`config.mk`:
```
export PLATFORM = sky130hd
export DESIGN_NAME = cdb_scheduler
export DESIGN_NICKNAME = d
export VERILOG_FILES = /design/src/rtl/macros.sv /design/src/rtl/lc3b_types.sv /design/src/rtl/cdb_scheduler_rr_priority_encoder.sv /design/src/rtl/cdb_scheduler.sv
export SDC_FILE = /design/constraint.sdc
export NUM_CORES = 1
export LEC_CHECK = 0
export ABC_CLOCK_PERIOD_IN_PS = 4200
export CAP_MARGIN = 20
export CORE_MARGIN = 1
export CORE_UTILIZATION = 35
export CTS_CLUSTER_DIAMETER = 200
export CTS_CLUSTER_SIZE = 20
export DETAILED_ROUTE_END_ITERATION = 10
export GPL_ROUTABILITY_DRIVEN = 0
export SLEW_MARGIN = 20
export SYNTH_ARGS = -nofsm -noshare
export SYNTH_HDL_FRONTEND = slang
export SYNTH_HIERARCHICAL = 1
export SYNTH_SLANG_ARGS = --single-unit
```
`constraint.sdc`:
```
create_clock -name clk -period 4.2 [get_ports clk]
set_input_delay 0.84 -clock clk [delete_from_list [all_inputs] [get_ports clk]]
set_output_delay 0.84 -clock clk [all_outputs]
set_load 0.05 [all_outputs]
```
`src/rtl/macros.sv`:
```
// Global build macros for the CDB scheduler slice.
//   NUM_STATIONS : default number of stations sharing the common data bus.
// Optional feature macro (define on the command line, not here):
//   CDB_HOLDOFF_EN : insert a one-cycle HOLD bubble after every completion.
`ifndef NUM_STATIONS
`define NUM_STATIONS 4
`endif

```
`src/rtl/lc3b_types.sv`:
```
// Shared types for the LC-3b out-of-order core.
//   cdb_state_t : common-data-bus scheduler state encoding.
package lc3b_types;

    typedef enum logic [1:0] {
        IDLE  = 2'd0,
        GRANT = 2'd1,
        WAIT  = 2'd2,
        HOLD  = 2'd3
    } cdb_state_t;

endpackage

```
`src/rtl/cdb_scheduler_rr_priority_encoder.sv`:
```
// rr_priority_encoder: combinational wrap-around priority search.
// Finds the first set bit of req scanning rr_ptr, rr_ptr+1, ..., N-1, 0, ...
// Ports:
//   req    [N-1:0] : request vector
//   rr_ptr [W-1:0] : starting position of the search (must be < N)
//   idx    [W-1:0] : index of the first request found
//   found          : req has at least one bit set
module rr_priority_encoder #(
    parameter  int N = 4,
    localparam int W = $clog2(N)
) (
    input  logic [N-1:0] req,
    input  logic [W-1:0] rr_ptr,
    output logic [W-1:0] idx,
    output logic         found
);

    int j;

    // Scan from the farthest offset back to offset 0 so the closest match
    // to rr_ptr is the last one written and therefore wins.
    always_comb begin
        idx   = '0;
        found = 1'b0;
        j     = 0;
        for (int k = N - 1; k >= 0; k--) begin
            j = int'(rr_ptr) + k;
            if (j >= N) j = j - N;
            if (req[j]) begin
                idx   = W'(j);
                found = 1'b1;
            end
        end
    end

endmodule

```
`src/rtl/cdb_scheduler.sv`:
```
// cdb_scheduler: round-robin arbiter granting one station at a time access
// to the common data bus (CDB). A grant is held until the consumer
// acknowledges it with resp; there is no preemption.
// Ports:
//   clk         : clock, all state on rising edge
//   rst         : synchronous active-high reset
//   req [N-1:0] : station i has a completed result
//   resp        : consumer accepted the granted result
//   grant_idx   : granted station index
//   grant_valid : high in GRANT and WAIT
//   load        : one-cycle strobe to load the CDB register (GRANT state)
//   busy        : state is not IDLE
// Build option:
//   CDB_HOLDOFF_EN : when defined, every completion passes through a
//                    one-cycle HOLD bubble before returning to IDLE.
`ifndef NUM_STATIONS
`define NUM_STATIONS 4
`endif

module cdb_scheduler
    import lc3b_types::*;
#(
    parameter  int N = `NUM_STATIONS,
    localparam int W = $clog2(N)
) (
    input  logic         clk,
    input  logic         rst,
    input  logic [N-1:0] req,
    input  logic         resp,
    output logic [W-1:0] grant_idx,
    output logic         grant_valid,
    output logic         load,
    output logic         busy
);

    cdb_state_t   state_q, state_d;
    logic [W-1:0] rr_ptr_q, rr_ptr_d;
    logic [W-1:0] grant_idx_q, grant_idx_d;
    logic         grant_valid_q, grant_valid_d;
    logic         load_q, load_d;
    logic         busy_q, busy_d;

    logic [W-1:0] enc_idx;
    logic         enc_found;

    rr_priority_encoder #(.N(N)) u_enc (
        .req    (req),
        .rr_ptr (rr_ptr_q),
        .idx    (enc_idx),
        .found  (enc_found)
    );

    // Completion target state depends on the hold-off build option.
    cdb_state_t done_state;
`ifdef CDB_HOLDOFF_EN
    assign done_state = HOLD;
`else
    assign done_state = IDLE;
`endif

    // Pointer advance with explicit wrap so N-1 never overflows into an
    // out-of-range index when N is not a power of two.
    logic [W-1:0] next_ptr;
    always_comb begin
        if (int'(grant_idx_q) == N - 1) next_ptr = '0;
        else                            next_ptr = grant_idx_q + 1'b1;
    end

    always_comb begin
        state_d     = state_q;
        rr_ptr_d    = rr_ptr_q;
        grant_idx_d = grant_idx_q;
        unique case (state_q)
            IDLE: begin
                if (enc_found) begin
                    grant_idx_d = enc_idx;
                    state_d     = GRANT;
                end
            end
            GRANT: begin
                // resp already present in the load cycle counts as completion
                if (resp) begin
                    rr_ptr_d = next_ptr;
                    state_d  = done_state;
                end else begin
                    state_d  = WAIT;
                end
            end
            WAIT: begin
                if (resp) begin
                    rr_ptr_d = next_ptr;
                    state_d  = done_state;
                end
            end
            HOLD: begin
                state_d = IDLE;
            end
            default: begin
                state_d = IDLE;
            end
        endcase

        // Outputs are registered, decoded from the state being entered.
        grant_valid_d = (state_d == GRANT) || (state_d == WAIT);
        load_d        = (state_d == GRANT);
        busy_d        = (state_d != IDLE);
    end

    always_ff @(posedge clk) begin
        if (rst) begin
            state_q       <= IDLE;
            rr_ptr_q      <= '0;
            grant_idx_q   <= '0;
            grant_valid_q <= 1'b0;
            load_q        <= 1'b0;
            busy_q        <= 1'b0;
        end else begin
            state_q       <= state_d;
            rr_ptr_q      <= rr_ptr_d;
            grant_idx_q   <= grant_idx_d;
            grant_valid_q <= grant_valid_d;
            load_q        <= load_d;
            busy_q        <= busy_d;
        end
    end

    assign grant_idx   = grant_idx_q;
    assign grant_valid = grant_valid_q;
    assign load        = load_q;
    assign busy        = busy_q;

endmodule

```
=== Word-level counts from Yosys, hierarchy flattened ===
Index checks and enable logic that the tools add are counted.

* Multiplexer cells: 29
* $lt $le $gt $ge: 8
* Reductions and logical operators: 6
* Equality and inequality tests: 6
* $add $sub $neg: 8

{| class="wikitable"
|+ Operators with widths
! cell !! count
|-
| 32-bit by 4-bit < comparator with 1-bit output, second input constant || 4
|-
| 32-bit 2-to-1 mux || 4
|-
| 32-bit by 4-bit greater-or-equal comparator with 1-bit output, second input constant || 3
|-
| 32-bit by 4-bit subtractor with 32-bit output, second input constant || 3
|-
| 2-bit 2-to-1 mux || 8
|-
| 1-bit 2-to-1 mux || 12
|-
| 1-bit binary-select mux with 2-bit select || 4
|-
| 2-bit case mux with 4 select lines || 1
|-
| 2-bit by 2-bit adder with 3-bit output, second input constant || 2
|-
| 2-bit by 1-bit equality test with 1-bit output, second input constant || 3
|-
| 2-bit equality test, second input constant || 3
|-
| 2-bit AND reduction || 2
|-
| 2-bit by 3-bit subtractor with 4-bit output, second input constant || 1
|-
| 2-bit by 1-bit adder with 3-bit output, second input constant || 1
|-
| 2-bit by 3-bit greater-or-equal comparator with 1-bit output, second input constant || 1
|-
| 2-bit by 1-bit adder with 2-bit output, second input constant || 1
|-
| 2-bit zero test || 1
|-
| 2-bit nonzero test || 1
|-
| 2-bit OR reduction || 1
|-
| 1-bit logical OR || 1
|}

* Word-level logic and storage cells: 63
* Output and inout bits: 5
* Flip-flop bits (word level): 9
* Input port bits: 7

=== Longest topological paths before layout ===
* Word-level depth: 14
* Mapped depth: 7
* Mapped depth without buffers: 7

=== Hierarchy ===
Netlist, hierarchy kept.

{| class="wikitable"
|+ By module, submodules not included
! module !! instances !! cells each !! area each (µm²) !! seq. area each (µm²)
|-
| cdb_scheduler || 1 || 45 || 424.2 || 180.2
|-
| rr_priority_encoder || 1 || 13 || 77.6 || 0.0
|}

=== Worst setup path before layout ===
Ideal clock, no wire load.

* Path type: input to register
* Start: input req[1]
* End: register grant_valid_q, in the netlist grant_valid
* Stages on the path: 7
* Arrival time: 1.708 ns
* Required time: 4.074 ns
* Setup slack: 2.366 ns
* Path buffers: 0
* Library setup time: 0.126 ns
* Cell sequence: nor2_1 > nand2_1 > a21o_1 > o21ai_1 > inv_1 > ha_1 > nor2_1

* Longest elaborated chain between the ends: 11
* Elaborated cells on any way between the ends: 21
* Those cells by class: 2 x eq/ne; 18 x mux; 1 x reduce/logical

{| class="wikitable"
|+ RTL lines
! item !! line !! source
|-
| from (decl) || cdb_scheduler.sv:28 || <nowiki>input logic [N-1:0] req,</nowiki>
|-
| 1-bit binary-select mux with 2-bit select || cdb_scheduler_rr_priority_encoder.sv:29 || <nowiki>if (req[j]) begin</nowiki>
|-
| 1-bit 2-to-1 mux (not written as such) (2 in series) || cdb_scheduler_rr_priority_encoder.sv:29 ||
|-
| 1-bit 2-to-1 mux (3 in series) || cdb_scheduler_rr_priority_encoder.sv:29 ||
|-
| 1-bit 2-to-1 mux * || cdb_scheduler_rr_priority_encoder.sv:29 ||
|-
| net enc_found || cdb_scheduler.sv:44 || <nowiki>logic enc_found;</nowiki>
|-
| 2-bit 2-to-1 mux * || cdb_scheduler.sv:75 || <nowiki>if (enc_found) begin</nowiki>
|-
| 2-bit case mux with 4 select lines * || cdb_scheduler.sv:73 || <nowiki>unique case (state_q)</nowiki>
|-
| 2-bit by 1-bit equality test with 1-bit output / 2-bit equality test (equally long branches) || cdb_scheduler.sv:104 || <nowiki>grant_valid_d = (state_d == GRANT) || (state_d == WAIT);</nowiki>
|-
| 1-bit logical OR * || cdb_scheduler.sv:104 ||
|-
| to (signal assigned) || cdb_scheduler.sv:121 || <nowiki>grant_valid_q <= grant_valid_d;</nowiki>
|-
| to (decl) || cdb_scheduler.sv:39 || <nowiki>logic grant_valid_q, grant_valid_d;</nowiki>
|}

The timed path passes the listed nets; every way through them passes the cells marked *. The select of a mux whose other input is x is not followed.
A chain may end at the register's enable or synchronous reset.

=== Final worst setup path ===
* Start: register grant_idx_q[0], in the netlist grant_idx[0]
* End: output grant_idx[0]

{| class="wikitable"
|+ RTL lines
! item !! line !! source
|-
| from (decl) || cdb_scheduler.sv:38 || <nowiki>logic [W-1:0] grant_idx_q, grant_idx_d;</nowiki>
|-
| from (signal assigned) || cdb_scheduler.sv:120 || <nowiki>grant_idx_q <= grant_idx_d;</nowiki>
|-
| to (decl) || cdb_scheduler.sv:30 || <nowiki>output logic [W-1:0] grant_idx,</nowiki>
|}

No word-level cell between the ends.

==> impl_summary.log <==
[metrics] run status: complete, no violations
[metrics] Final Hold Fails: 0
[metrics] number of remaining DRC errors: 0
[metrics] H-tree depth reported by CTS: 1
[metrics] Critical path buffers and inverters: 1
[metrics] total design power: 0.259 mW
[metrics] Worst-Margin Slew: between 500 and 600 ps
[metrics] total setup buffers inserted after CTS: 0
[metrics] Min Clock Period, post-route: 2290 ps
[metrics] latest clock arrival within the worst-skew pair: about 260 ps
[metrics] placement row count: 13
[metrics] Max stage delay on crit path: just over 800 ps
[metrics] share of synthesized registers carrying an async set or reset: 0%
[metrics] top achievable clock speed: approximately 440 MHz
[metrics] number of synthesis warnings: 6
[metrics] overall via count from detail_route: 427
[metrics] Slew Limit Headroom: between 60% and 70%
[metrics] number of different library cells in the post-synthesis netlist: 20
[metrics] Hold Path Class: reg2reg
[metrics] die area: 1590 um^2
[metrics] global-route wire length before repair: 1540 um
[metrics] WP data required: between 3000 and 4000 ps
[metrics] Via density: between 4 and 5
[metrics] quantity of I/O buffers inserted on ports: 11
[metrics] die outline width: ~40 um
[metrics] initial core utilization: roughly two fifths
[metrics] Syn-to-layout area delta: 30.4%
[metrics] Num CTS Buffers: 3
[metrics] flop2flop setup slack: roughly 2600 ps
[metrics] highest-delay cell along the critical path: sky130_fd_sc_hd__clkdlybuf4s50_1
[metrics] Synth Register Bits: 9
[metrics] GRT overflow: 0
[metrics] number of violations reported at the end of detailed-routing iteration 0: 8
[metrics] category of the worst setup path capture point: primary output
[metrics] maximum number of buffers from clock root to sink: 2
[metrics] Critical Path, Cell by Cell: clkdlybuf4s50_1
[metrics] WL met2: between 400 and 500 um
[metrics] static leakage power: 0.269 nW
[metrics] final period utilization: between 50% and 60%
[metrics] power per cell area: slightly below 400 nW/um^2
[metrics] cell class contributing the biggest share of worst-path delay: buffers and inverters
[metrics] total negative setup slack: 0 ps
[metrics] setup violators final: 0
[metrics] number of search-and-repair iterations in the first detailed-routing pass: 4
[metrics] Setup crit start kind: register
[metrics] Top Ports: 12
[metrics] # Max-Cap Violations: 0
[metrics] instance count of the mapped netlist: 58
[metrics] routed len/inst: about 11 um
[metrics] maximum number of pins on one net before global-route repair: 10
[metrics] clock tree skew after final layout: approximately 5.6 ps
[metrics] critical path arrival: between 1000 and 1500 ps
[metrics] initial antenna violation count: 0
[metrics] top fanout value on the critical path: 4
[metrics] wl on met1: between 400 and 500 um
[metrics] EDFF count, synth: 0
[metrics] area inside the core boundary: between 1000 and 1500 um^2
[metrics] All-Layer GR Usage: between 15 and 20%
[metrics] uppermost layer routed: met3
[metrics] layout cell share with drive strength beyond 1: between 10% and 20%
[metrics] root buf cell: sky130_fd_sc_hd__clkbuf_4
[metrics] clock sink count: 9
[metrics] setup repair after global routing missed its margin: false
[metrics] highest ir drop seen on vdd: 183 uV
[metrics] TritonCTS clock tree: yes
[metrics] met3 wire length: 65 um
[metrics] Post-CTS Hold Fix Bufs: 0
[metrics] antenna diode count: 0
[metrics] Synth Area per Inst: about 8.7 um^2
[metrics] die height: roughly 40 um
[metrics] number of pins exceeding their max-slew limit in the final report: 0
[metrics] worst setup path class: reg2out
[metrics] total routed wirelength: around 960 um
[metrics] fill cell total of the finished layout: roughly 130
[metrics] netlist area before placement: 502 um^2
[metrics] most used flip-flop cell after synthesis: sky130_fd_sc_hd__dfxtp_1
[metrics] Gates resized, CTS repair: 0
[metrics] net total in the final layout: 86
[metrics] estimated wirelength of the detail-placed design: approximately 780 um
[metrics] register area share after synthesis: 35.9%
[metrics] vias in the first global route: about 390
[metrics] clock transition at the registers of the reported paths: about 60 ps
[metrics] net count of the mapped netlist: 71
[metrics] Antenna Violating Nets Remaining: 0
## synth_stat cells (2+ instances only)
library cell | n | area [um^2]
sky130_fd_sc_hd__nand2b_1 | 2 | 12.5
sky130_fd_sc_hd__nor2b_1 | 2 | 12.5
sky130_fd_sc_hd__inv_1 | 3 | 11.3
sky130_fd_sc_hd__dfxtp_1 | 9 | 180
sky130_fd_sc_hd__ha_1 | 6 | 75.1
sky130_fd_sc_hd__nand3_1 | 3 | 15.0
sky130_fd_sc_hd__a21oi_1 | 4 | 20.0
sky130_fd_sc_hd__mux2i_1 | 2 | 20.0
sky130_fd_sc_hd__nor3b_1 | 2 | 15.0
sky130_fd_sc_hd__nor2_1 | 9 | 33.8
sky130_fd_sc_hd__nand2_1 | 7 | 26.3
## layer usage
layer  track usage [%]  up-vias
li1                  -      225
met4              5.17        0
met3              8.52        0
met5                 0        -
met2              25.0       10
met1              16.3      192
## layout make-up
cell class,count,area (um^2),share of cell area [%]
Clock buffer,3,22.5,3.44
Clock inverter,1,5.00,0.765
Inverter,3,11.3,1.72
Multi-Input combinational cell,45,307,46.8
Sequential cell,9,180,27.5
Tap cell,15,18.8,2.87
Timing Repair Buffer,11,110,16.8
## worst reg2reg max path: stages (launching register included)
cell	delay (ps)
sky130_fd_sc_hd__dfxtp_1	360
sky130_fd_sc_hd__inv_1	90
sky130_fd_sc_hd__ha_1	260
sky130_fd_sc_hd__nor4bb_2	310
sky130_fd_sc_hd__nor3_2	110
sky130_fd_sc_hd__ha_1	300
sky130_fd_sc_hd__nor2_1	90
## final timing paths
kind	endpoint	cells after the start	start
setup reg to reg	grant_valid	6	state_q[0]
setup / recovery	grant_idx[0]	1	grant_idx[0]
hold reg to reg	grant_idx[1]	2	grant_idx[1]
hold / removal	grant_idx[1]	2	grant_idx[1]
## placed cells by master, fill, tap and decap left out, drive strengths merged, types with 3 or more instances in the layout
cell / synthesis / routed
a21oi: 5 / 5
clkbuf: 1 / 3
clkdlybuf4s50: 0 / 11
dfxtp: 9 / 9
ha: 6 / 6
inv: 3 / 3
nand2: 7 / 7
nand3: 3 / 3
nor2: 9 / 9
## report_power, final
group	switching (mW)	total (mW)	internal [mW]
Sequential	0.00721	0.104	0.0964
Clock	0.0308	0.0659	0.0351
Combinational	0.0537	0.0897	0.0360
## state kept, by name, indices dropped and copies added, names as in the netlist
name and count:
rr_ptr_q 2, busy 1, grant_idx 2, state_q 2, load 1, grant_valid 1
## logic make-up (layout without fill, tap and decap cells)
| group | Yosys count | count (layout) | synth area share, % |
|---|---|---|---|
| AND/OR/NAND/NOR | 28 | 28 | 29.9 |
| AO/OA/AOI/OAI | 9 | 9 | 12.2 |
| flip-flops | 9 | 9 | 35.9 |
| adder cells (fa/ha/maj) | 6 | 6 | 15.0 |
| buffers and inverters | 4 | 18 | 2.99 |
| multiplexers | 2 | 2 | 3.99 |
## through the flow
step | worst slack [ps] | instances | util, % | instance area [um^2] | hold slack (ps)
floorplan | 2370 | 58 | - | 502 | 495
detailed placement | 1730 | 83 | 47.6 | 627 | 483
global route | 1860 | 87 | 49.7 | 654 | 533
finish | 1910 | 87 | 49.7 | 654 | 487
CTS | 1900 | 87 | 49.7 | 654 | 493
global placement | 1760 | 83 | 47.6 | 627 | 475
Power figures use the tool's default switching activity.
